[src/rtl/bsg_clk_gen_pearl_seq_ctrl.sv]
// Bring-up sequencer for a bank of clock generators: one command walks a channel through
// park, osc reset, program/trigger, settle and select, then pulses a one-cycle response.
module bsg_clk_gen_pearl_seq_ctrl #(
  parameter int unsigned num_clk_p           = 4,
  parameter int unsigned osc_width_p         = 6,
  parameter int unsigned ds_width_p          = 8,
  parameter int unsigned reset_hold_cycles_p = 16,
  parameter int unsigned settle_cycles_p     = 64,
  localparam int unsigned IdW = (num_clk_p > 1) ? $clog2(num_clk_p) : 1
) (
  input  logic                               clk_i,
  input  logic                               reset_n_i,
  input  logic                               output_disable_i,
  input  logic                               cmd_v_i,
  output logic                               cmd_ready_o,
  input  logic [IdW-1:0]                     cmd_id_i,
  input  logic [osc_width_p-1:0]             cmd_osc_i,
  input  logic [ds_width_p-1:0]              cmd_ds_i,
  input  logic [1:0]                         cmd_sel_i,
  output logic                               resp_v_o,
  output logic [IdW-1:0]                     resp_id_o,
  output logic                               resp_err_o,
  output logic                               busy_o,
  output logic [num_clk_p-1:0]               osc_reset_o,
  output logic [num_clk_p-1:0]               osc_trigger_o,
  output logic [num_clk_p*osc_width_p-1:0]   osc_o,
  output logic [num_clk_p*ds_width_p-1:0]    ds_o,
  output logic [num_clk_p*2-1:0]             sel_o
);

  localparam int unsigned CntMax = (reset_hold_cycles_p > settle_cycles_p) ?
                                   reset_hold_cycles_p : settle_cycles_p;
  localparam int unsigned CntW   = (CntMax > 0) ? $clog2(CntMax + 1) : 1;
  localparam logic [CntW-1:0] HoldLoad   = CntW'(reset_hold_cycles_p - 1);
  localparam logic [CntW-1:0] SettleLoad = CntW'(settle_cycles_p - 1);

  // Each state's register updates land on the edge that leaves it; StResp is the pulse cycle.
  typedef enum logic [2:0] {
    StIdle, StPark, StReset, StProgram, StSettle, StSelect, StDone, StResp
  } state_e;

  state_e                           r_state, w_state_next;
  logic                             w_accept, w_id_ok;
  logic [CntW-1:0]                  r_cnt;
  logic [IdW-1:0]                   r_id;
  logic [osc_width_p-1:0]           r_cmd_osc;
  logic [ds_width_p-1:0]            r_cmd_ds;
  logic [1:0]                       r_cmd_sel;
  logic                             r_cmd_err;
  logic [num_clk_p-1:0]             r_osc_reset, r_trigger;
  logic [num_clk_p*osc_width_p-1:0] r_osc;
  logic [num_clk_p*ds_width_p-1:0]  r_ds;
  logic [num_clk_p*2-1:0]           r_sel;
  logic [IdW-1:0]                   r_resp_id;
  logic                             r_resp_err;

  // A power-of-two channel count leaves no unused id codes.
  if ((1 << IdW) == num_clk_p) begin : g_id_full
    assign w_id_ok = 1'b1;
  end else begin : g_id_part
    assign w_id_ok = (32'(cmd_id_i) < num_clk_p);
  end

  assign w_accept = cmd_v_i & cmd_ready_o;

  always_ff @(posedge clk_i) begin
    if (!reset_n_i) begin
      r_state <= StIdle;
    end else begin
      r_state <= w_state_next;
    end
  end

  always_comb begin
    w_state_next = r_state;
    unique case (r_state)
      StIdle:    if (w_accept) w_state_next = w_id_ok ? StPark : StDone;
      StPark:    w_state_next = StReset;
      StReset:   if (r_cnt == '0) w_state_next = StProgram;
      StProgram: w_state_next = StSettle;
      StSettle:  if (r_cnt == '0) w_state_next = StSelect;
      StSelect:  w_state_next = StDone;
      StDone:    w_state_next = StResp;
      StResp:    w_state_next = StIdle;
      default:   w_state_next = StIdle;
    endcase
  end

  always_comb begin
    cmd_ready_o = reset_n_i && (r_state == StIdle);
    busy_o      = (r_state != StIdle);
    resp_v_o    = (r_state == StResp);
    sel_o       = output_disable_i ? '1 : r_sel;
  end

  always_ff @(posedge clk_i) begin
    if (!reset_n_i) begin
      r_cnt       <= '0;
      r_id        <= '0;
      r_cmd_osc   <= '0;
      r_cmd_ds    <= '0;
      r_cmd_sel   <= '0;
      r_cmd_err   <= 1'b0;
      r_osc_reset <= '1;
      r_trigger   <= '0;
      r_osc       <= '0;
      r_ds        <= '0;
      r_sel       <= '1;
      r_resp_id   <= '0;
      r_resp_err  <= 1'b0;
    end else begin
      if (w_accept) begin
        r_id      <= cmd_id_i;
        r_cmd_osc <= cmd_osc_i;
        r_cmd_ds  <= cmd_ds_i;
        r_cmd_sel <= cmd_sel_i;
        r_cmd_err <= !w_id_ok;
      end
      unique case (r_state)
        StPark: begin
          r_cnt <= HoldLoad;
          for (int i = 0; i < num_clk_p; i++) begin
            if (r_id == IdW'(i)) r_sel[2*i +: 2] <= 2'b11;
          end
        end
        StReset: begin
          for (int i = 0; i < num_clk_p; i++) begin
            if (r_id == IdW'(i)) r_osc_reset[i] <= 1'b1;
          end
          if (r_cnt != '0) r_cnt <= r_cnt - CntW'(1);
        end
        StProgram: begin
          r_cnt <= SettleLoad;
          for (int i = 0; i < num_clk_p; i++) begin
            if (r_id == IdW'(i)) begin
              r_osc_reset[i]                     <= 1'b0;
              r_trigger[i]                       <= 1'b1;
              r_osc[i*osc_width_p +: osc_width_p] <= r_cmd_osc;
              r_ds[i*ds_width_p +: ds_width_p]    <= r_cmd_ds;
            end
          end
        end
        StSettle: begin
          r_trigger <= '0;
          if (r_cnt != '0) r_cnt <= r_cnt - CntW'(1);
        end
        StSelect: begin
          for (int i = 0; i < num_clk_p; i++) begin
            if (r_id == IdW'(i)) r_sel[2*i +: 2] <= r_cmd_sel;
          end
        end
        StDone: begin
          r_resp_id  <= r_id;
          r_resp_err <= r_cmd_err;
        end
        default: ;
      endcase
    end
  end

  assign osc_reset_o   = r_osc_reset;
  assign osc_trigger_o = r_trigger;
  assign osc_o         = r_osc;
  assign ds_o          = r_ds;
  assign resp_id_o     = r_resp_id;
  assign resp_err_o    = r_resp_err;

endmodule
[config.mk]
export PLATFORM = sky130hd
export DESIGN_NAME = bsg_clk_gen_pearl_seq_ctrl
export DESIGN_NICKNAME = d
export VERILOG_FILES = /design/src/rtl/bsg_clk_gen_pearl_seq_ctrl.sv
export SDC_FILE = /design/constraint.sdc
export NUM_CORES = 1
export LEC_CHECK = 0
export CAP_MARGIN = 10
export CORE_MARGIN = 10
export CORE_UTILIZATION = 40
export DETAILED_ROUTE_END_ITERATION = 6
export GPL_ROUTABILITY_DRIVEN = 0
export HOLD_SLACK_MARGIN = 0.05
export PLACE_DENSITY = 0.67
export RECOVER_POWER = 100
export SETUP_SLACK_MARGIN = 0.3
export SLEW_MARGIN = 15
export SYNTH_ARGS = -nofsm -noshare
export SYNTH_HDL_FRONTEND = slang
export SYNTH_SLANG_ARGS = --single-unit
export TNS_END_PERCENT = 10
[constraint.sdc]
create_clock -name clk_i -period 2 [get_ports clk_i]
set_clock_uncertainty 0.05 [all_clocks]
set_input_delay 0.4 -clock clk_i [delete_from_list [all_inputs] [get_ports clk_i]]
set_output_delay 0.4 -clock clk_i [all_outputs]
set_load 0.005 [all_outputs]
==> flow_metrics.env <==
export IMPL_crit_required_ns=2.21
export IMPL_grtUsageMet1_pct=19.15
export IMPL_grt_ovfl_total=0
export IMPL_setup_ws_ns=0.1404
export IMPL_placed_cell_area_mm2=0.005315
export IMPL_die_h_um=122.3
export IMPL_r2r_start="r_state[2]"
export IMPL_period_needed_ns=1.860
export IMPL_initial_utilization_pct=40.70
export IMPL_synth_top_area_share_pct=48.82
export IMPL_yosysSeqAreaShare_pct=48.82
export IMPL_finalCritPeriodShare_pct=92.98
export IMPL_nNetsFinal=627
export IMPL_fillers=982
export IMPL_hold_viol=0
export IMPL_crit_path_start_kind="register"
export IMPL_worst_slew_pin_slew_ns=0.5958
export IMPL_relSlewSlack_pct=59.92
export IMPL_fin_total_pwr_mw=4.689
export IMPL_vias_per_cell=4.956
export IMPL_vias=3687
export IMPL_synthFlopType="dfxtp_1"
export IMPL_yosysMostFrequentCell="nand2_1"
export IMPL_port_buffer_count=98
export IMPL_status="complete, no violations"
export IMPL_io_pins=100
export IMPL_tritoncts="built"
export IMPL_whs_ns=0.4138
export IMPL_tns_ns=0
export IMPL_ys_types=45
export IMPL_crit_start="r_state[2]"
export IMPL_power_leakage_nw=2.314
export IMPL_grt_pass1_wl_mm=18.86
export IMPL_clkSinkCount=102
export IMPL_fp_dieArea_mm2=0.01495
export IMPL_critical_path_endpoint_type="register"
export IMPL_cts_hold_buf=0
export IMPL_wl_per_cell_um=16.23
export IMPL_syn_cell_area_mm2=0.004183
export IMPL_stdcell_area_mm2=0.005687
export IMPL_ys_seq_elements=102
export IMPL_maxSlewViolCount=0
export IMPL_htreeDepth=3
export IMPL_hp_class="reg2reg"
export IMPL_use_met3_pct=4.959
export IMPL_dp_cells=711
export IMPL_worstSetupPathType="reg2reg"
export IMPL_dr_pass1_iters=4
export IMPL_worst_r2r_endpoint="r_cnt[4]"
export IMPL_grt_max_degree=105
export IMPL_synth_commonest_cells="nand2_1, dfxtp_1, a21boi_0"
export IMPL_die_x_um=122.3
export IMPL_diodes=0
export IMPL_drt_iter0_markers=214
export IMPL_grt_use_met2_pct=26.01
export IMPL_yosysTopAreaCell="dfxtp_1"
export IMPL_ant_nets=0
export IMPL_cap_violations=0
export IMPL_synth_edff_count=0
export IMPL_cp_max_fo=7
export IMPL_post_dp_hpwl_mm=8.469
export IMPL_clk_pin_slew_worst_paths_ns=0.10
export IMPL_endpoint="r_cnt[4]"
export IMPL_cts_buffers=9
export IMPL_synth_area_per_cell_um2=8.589
export IMPL_synthCells=487
export IMPL_synthTopCellsByArea="dfxtp_1, nand2_1, a21boi_0"
export IMPL_drc=0
export IMPL_multi_input_area_mm2=0.001971
export IMPL_busiest_layer="met2"
export IMPL_reg2reg_slack_ns=0.14
export IMPL_crit_arrival_ns=2.07
export IMPL_coreArea_mm2=0.01028
export IMPL_grt_pass1_vias=3642
export IMPL_insertion_delay_ns=0.37
export IMPL_clock_path_buffers=2
export IMPL_r2r_cells=5
export IMPL_synthesis_nets=511
export IMPL_final_cells=744
export IMPL_power_density_mw_per_mm2=824.5
export IMPL_postLayoutCoreUtil_pct=55.33
export IMPL_max_freq_mhz=537.7
export IMPL_drive_gt1_share_pct=13.49
export IMPL_root_buffer="clkbuf_8"
export IMPL_grt_use_total_pct=15.72
export IMPL_post_place_ws_ns=-0.1120
export IMPL_synth_warnings=0
export IMPL_max_vdd_ir_drop_mv=0.4287
export IMPL_rsz0062_at_grt="yes"
export IMPL_wirelength_mm=12.08
export IMPL_setup_viol=0
export IMPL_grt_antenna_before_repair=0
export IMPL_synthToLayoutAreaGrowth_pct=35.96
export IMPL_async_flop_share_pct=0
export IMPL_rows=37
export IMPL_seqCellArea_mm2=0.002053
-- cell type report --
type / count / area share [%]
Tap cell: 136 / 2.992
Timing Repair Buffer: 136 / 22.13
Sequential cell: 102 / 36.11
Clock buffer: 10 / 2.420
Multi-Input combinational cell: 349 / 34.65
Clock inverter: 6 / 1.364
Inverter: 5 / 0.3300
-- registers in the layout, indices dropped and copies added, names as in the netlist, 4 cells and up --
register and count:
ds_o 32, osc_reset_o 4, r_sel 8, r_cnt 7, r_cmd_ds 8, osc_o 24
osc_trigger_o 4, r_cmd_osc 6
-- layer usage --
metal / wire length, um / up-vias / share of wire [%]
li1: - / 1844 / -
met1: 5163 / 1734 / 43
met2: 5876 / 95 / 49
met3: 888 / 14 / 7.4
met4: 148 / 0 / 1.2
met5: 0 / - / 0
-- cell families after synthesis --
logic type / share of synthesized area, %
and+or+nand+nor: 27.01
DFF: 48.82
AOI/OAI and AO/OA: 15.44
buffers and inverters: 5.025
muxes: 2.393
xor gates and xnor gates: 0.6283
adders and majority gates: 0.5982
other: 0.08965
-- where the power goes --
group          internal [mW]  total [mW]  switching, mW
combinational          0.474        1.03          0.556
clock                  0.635        1.38          0.743
sequential              2.14        2.28          0.139
-- critical path: stages, from the launching register on --
cell	delay, ns
dfxtp_1	0.49
buf_4	0.21
or3b_4	0.41
a22o_4	0.31
a22oi_2	0.19
o2bb2ai_2	0.08
-- placed cells by master (no fill, tap or decap), drive strengths merged, types with 6 or more instances in the layout --
| cell type | Yosys | routed |
|---|---|---|
| mux2i | 10 | 10 |
| dlygate4sd3 | 0 | 66 |
| nand2 | 171 | 171 |
| nand2b | 6 | 6 |
| nor2 | 6 | 6 |
| nor3 | 10 | 10 |
| clkdlybuf4s50 | 0 | 19 |
| or2 | 8 | 8 |
| nand3 | 24 | 24 |
| clkbuf | 9 | 19 |
| buf | 23 | 32 |
| dfxtp | 102 | 102 |
| inv | 5 | 7 |
| a21boi | 58 | 58 |
| clkdlybuf4s25 | 0 | 8 |
-- what timing repair did --
action                                  in CTS  in global routing
cloned                                       1                  2
resized for setup                           36                 25
pin swaps                                    3                 11
buffers inserted                             5                  9
endpoints found under the setup margin     123                157
-- how the worst min path moves through the flow --
stage,slack [ns],start,depth (start not counted),to
after floorplan,0.38,r_cmd_sel[0],2,r_cmd_sel[0]
after global placement,0.39,r_cmd_sel[1],2,r_cmd_sel[1]
after detailed placement,0.40,r_cmd_sel[1],2,r_cmd_sel[1]
after CTS,0.41,r_cmd_sel[1],2,r_cmd_sel[1]
after global routing,0.43,ds_o[14],2,ds_o[14]
final,0.41,ds_o[14],2,ds_o[14]
No activity file was read; power rests on OpenSTA's default activity.
==> RTL edit 1 (config.mk and constraints unchanged) <==
Make the reset (`reset_n_i`) asynchronous in 2 clocked blocks.
--- a/src/rtl/bsg_clk_gen_pearl_seq_ctrl.sv
+++ b/src/rtl/bsg_clk_gen_pearl_seq_ctrl.sv
@@ -64,5 +64,5 @@
   assign w_accept = cmd_v_i & cmd_ready_o;
 
-  always_ff @(posedge clk_i) begin
+  always_ff @(posedge clk_i or negedge reset_n_i) begin
     if (!reset_n_i) begin
       r_state <= StIdle;
@@ -94,5 +94,5 @@
   end
 
-  always_ff @(posedge clk_i) begin
+  always_ff @(posedge clk_i or negedge reset_n_i) begin
     if (!reset_n_i) begin
       r_cnt       <= '0;
Formal check against the unedited RTL: differs if reset_n_i is asserted again (counterexample within 4 cycles, from zero or initial values and one cycle with reset_n_i low); with reset_n_i held inactive, the same outputs for 10 cycles.
==> RTL edit 1 against the unedited design <==
Area after synthesis is 4.5% higher. Worst setup slack worse by 0.011 ns. Maximum frequency is 0.61% lower. Design area is 4.6% higher. Via count is 17% lower. Sequential cell count stayed put. Wire length is 9.2% lower. Worst hold slack better by 0.018 ns. Critical path type unchanged. Largest cell class unchanged.
Power is not compared: it rests on default switching activity, and its combinational part moved more than twofold at a synthesized area within 25%.
==> RTL edit 1: results <==
group,metric,value,unit
global_route,gr-usage-met2,0.233,
worst_setup_path,crit_path_top_delay_cell,"or3_4",
timing,slew_headroom,0.101,
yosys,synth_xor_area_frac,0.00200,
routing,met2_length,5.60,mm
yosys,muxShareOfSynthArea,0.206,
cells_and_area,finalNetCount,485,
cells_and_area,nFillCells,941,
yosys,synthTopCellsByCount,"dfrtp_1, mux2_2, nor2_1",
routing,routed_wirelength,11.0,mm
yosys,ys_types,52,
yosys,synth_seq_area_share,0.587,
routing,top_layer_used,"met4",
clock_tree,path_clk_slew,0.09,ns
routing,drtIter0Drc,149,
global_route,grt_use_met1,0.162,
global_route,grt_max_degree,103,
yosys,synth_flop_cell,"dfrtp_1",
routing,wl_met1,4.56,mm
cells_and_area,layout.cells.non_filler,606,
placed_design,placed_cells,568,
clock_tree,insertion_delay,0.36,ns
placed_design,hpwl,7.58,mm
global_route,met3_usage,0.0421,
status,status,"complete, no violations",
placed_design,pre_cts_ws,-0.132,ns
global_route,track_usage,0.137,
worst_setup_path,cp-startpoint,"r_state[1]",
worst_hold_path,min_to,"r_sel[7]",
clock_tree,clock_path_buffers,2,
yosys,ys_warn_count,0,
yosys,synthTopCellsByArea,"dfrtp_1, mux2_2, dfstp_2",
global_route,grt_pass1_vias,3272,
worst_setup_path,max_stage_delay,0.43,ns
worst_hold_path,worstHoldStart,"r_sel[7]",
yosys,async_flop_share,1.00,
yosys,synthesis.nets,357,
cells_and_area,drive_gt1_frac,0.313,
worst_setup_path,crit_fanout,6,
routing,routed-wl-met3,659,um
worst_hold_path,holdPathStages,2,
worst_setup_path,reg2reg_to,"osc_o[5]",
global_route,grt_pass1_wl,17.6,mm
worst_setup_path,critPathTopFamily,"simple AND/OR/NAND/NOR gates",
yosys,synth_fa_ha_area_frac,0.00572,
worst_hold_path,hold_class,"register to register",
yosys,synth_cells,333,
routing,dr_total_vias,3077,
worst_setup_path,r2r_cells,7,
yosys,synth_compound_area_frac,0.0655,
yosys,synth_top_cell_by_area,"dfrtp_1",
==> RTL edit 1: cell types whose count changed after synthesis, sizes merged, moves of 10 or more <==
cell and change:
dfrtp +90, nor2 +14, mux2i -10, buf -10, a21boi -56, dfstp +12, dfxtp -102, nand2 -159
nand3 -16, mux2 +77
==> RTL edit 1: metrics by stage <==
stage          hold slack [ns]  setup TNS (ns)  area (um2)  power, mW  utilization
3_5_place_dp             0.422          -0.932        5600       2.21        0.519
3_3_place_gp             0.413          -0.717        5600       2.21        0.519
2_1_floorplan           0.0544               0        4390       2.11            -
4_1_cts                  0.115               0        5920       3.40        0.548
5_1_grt                  0.460               0        5950       3.47        0.551
6_report                 0.432               0        5950       3.35        0.551
==> RTL edit 1: worst max-delay path by stage <==
stage / cells after the start / slack [ns] / to
finish: 7 / 0.13 / osc_o[5]
CTS: 1 / 0.12 / osc_reset_o[3]
global route: 8 / 0.06 / ds_o[28]
floorplan: 7 / 0.29 / ds_o[5]
detailed placement: 3 / -0.13 / sel_o[6]
global placement: 3 / -0.09 / sel_o[2]
==> RTL edit 1: report_power, final <==
group / switching, mW / internal, mW / leakage [nW]
Clock: 0.702 / 0.488 / 0.0857
Combinational: 0.0519 / 0.0466 / 1.56
Sequential: 0 / 2.06 / 1.37
Total: 0.754 / 2.60 / 3.02
==> RTL edit 1: timing repair <==
action                     CTS  global route
pin swaps                    1             3
hold buffers                 0             0
gates cloned                 1             1
setup endpoints to repair   95           157
resized for setup           32            13
buffers inserted            13             7
==> RTL edit 1: layout make-up <==
type                            count  area [um2]  area share
Multi-Input combinational cell    207        1670       0.281
Sequential cell                   102        2570       0.432
Clock buffer                       11         141      0.0238
Clock inverter                      5        33.8     0.00568
Inverter                            6        30.0     0.00505
Timing Repair Buffer              135        1330       0.223
Tap cell                          140         175      0.0294
==> RTL edit 2 (same settings) <==
Made on the original files. Change the parameter `num_clk_p` from 4 to 2.
--- a/src/rtl/bsg_clk_gen_pearl_seq_ctrl.sv
+++ b/src/rtl/bsg_clk_gen_pearl_seq_ctrl.sv
@@ -2,5 +2,5 @@
 // park, osc reset, program/trigger, settle and select, then pulses a one-cycle response.
 module bsg_clk_gen_pearl_seq_ctrl #(
-  parameter int unsigned num_clk_p           = 4,
+  parameter int unsigned num_clk_p           = 2,
   parameter int unsigned osc_width_p         = 6,
   parameter int unsigned ds_width_p          = 8,
Interface: changed (7 resized); port bits go from 100 to 62. No check against the original RTL was run, so the function may have changed too.
==> RTL edit 2 against the unedited design <==
Synthesized cell count decreased by 32%. Highest routed layer unchanged. Total power is 10% lower. Sequential cell count fell by 38. Critical path type unchanged. Sequential share of layout area decreased by 0.75 points. Design area decreased by 36%. Sequential power down 30%. Wire length down 40%. Global-route usage shrank 1.7 points. Maximum frequency grew 6.5%. Worst setup slack better by 0.11 ns. Area after synthesis shrank 37%. Critical path depth increased by 2.
==> RTL edit 2: results <==
group,metric,value,unit
status,status,"complete, no violations",
power_and_ir_drop,p_leak,1.36,nW
routing,met2_length,3.51,mm
yosys,synth_flop_cell,"dfxtp_1",
clock_tree,path_clk_slew,0.08,ns
worst_setup_path,startpoint_type,"register",
worst_hold_path,holdPathStages,2,
clock_tree,cts_buffers,9,
yosys,async_flop_share,0,
routing,top_layer_used,"met4",
power_and_ir_drop,peakVddDrop,0.702,mV
placed_design,hpwl,4.99,mm
cells_and_area,drive_gt1_frac,0.141,
clock_tree,insertion_delay,0.34,ns
worst_setup_path,reg2reg_slack,0.25,ns
routing,routed_wirelength,7.25,mm
global_route,met3_usage,0.0535,
worst_setup_path,r2r_start,"r_state[1]",
yosys,synthTopCellsByCount,"nand2_1, dfxtp_1, a21oi_1",
global_route,grt_use_met1,0.166,
cells_and_area,finalNetCount,426,
worst_setup_path,crit_fanout,5,
timing,hold-worst-slack,0.399,ns
die,row_count,29,
timing,slew_headroom,0.449,
global_route,track_usage,0.141,
routing,viasPerCell,5.26,
yosys,ys_warn_count,0,
clock_tree,htreeDepth,3,
cells_and_area,antenna_cells,0,
yosys,synth_seq_area_share,0.488,
yosys,synthesis.nets,358,
timing,tns,0,ns
worst_setup_path,reg2reg_to,"r_cnt[5]",
yosys,synth_area_per_cell,7.95,um2
worst_setup_path,r2r_cells,7,
clock_tree,clockRootBuffer,"clkbuf_8",
yosys,ys_types,37,
cells_and_area,largest_reg_flops,16,
routing,drtIter0Drc,138,
worst_hold_path,hold_class,"register to register",
routing,drtPass1Iterations,4,
global_route,grt_pass1_vias,2399,
worst_hold_path,min_to,"osc_o[2]",
yosys,synthTopCellsByArea,"dfxtp_1, nand2_1, a21oi_1",
global_route,grt_pass1_wl,11.7,mm
placed_design,pre_cts_ws,-0.0267,ns
global_route,antenna_found_initial,0,
placed_design,dpl-instance-area,3310,um2
routing,wl_per_cell,15.1,um
routing,wl_met1,3.09,mm
routing,routed-wl-met3,560,um
cells_and_area,nFillCells,562,
worst_hold_path,worstHoldStart,"osc_o[2]",
placed_design,portBuffers,60,
global_route,grt_max_degree,40,
placed_design,placed_cells,458,
global_route,gr-usage-met2,0.228,
RTL edit 2: cell types whose count changed after synthesis, sizes merged, moves of 18 or more:
cell    change
dfxtp      -38
a21oi      +36
nand3      -20
a21boi     -58
nand2      -66
o21ai      +18
RTL edit 2: worst max path at each step:
stage | end | depth (start not counted) | slack [ns]
2_1_floorplan | r_cnt[0] | 7 | 0.31
3_3_place_gp | sel_o[3] | 3 | -0.008
3_5_place_dp | sel_o[1] | 3 | -0.03
4_1_cts | cmd_ready_o | 5 | 0.17
5_1_grt | r_cnt[1] | 7 | 0.15
6_report | r_cnt[5] | 7 | 0.25
RTL edit 2: cell type report:
class	count	area [um2]	share of cell area
well taps	77	96.3	0.0264
flip-flops and latches	64	1290	0.354
repair buffers	77	688	0.189
clock inverters	6	91.3	0.0251
clock buffers	10	138	0.0378
inverters	8	30.0	0.00824
multi-input cells	238	1310	0.360
RTL edit 2: worst max-delay path: stages, from the launching register on:
cell      delay (ns)
dfxtp_1         0.32
inv_1           0.14
ha_4            0.19
clkbuf_1        0.14
mux2i_4         0.10
a31oi_2         0.29
nor2_2          0.14
o32ai_1         0.28
RTL edit 2: what timing repair did:
action                     4_1_cts  5_1_grt
setup endpoints to repair       31       32
pin swaps                        1        1
setup buffers                    3        3
gates resized for setup         21       22
RTL edit 2: report_power, final:
group / total [mW] / internal (mW) / switching (mW)
clock: 1.27 / 0.742 / 0.527
combinational: 1.33 / 0.553 / 0.780
sequential: 1.60 / 1.44 / 0.157
RTL edit 2: kinds of logic after synthesis:
family | synth area share
other | 0.00143
adders and majority gates | 0.0334
buffers and inverters | 0.0477
muxes | 0.00810
AOI/OAI and AO/OA | 0.185
DFF | 0.488
and+or+nand+nor | 0.236
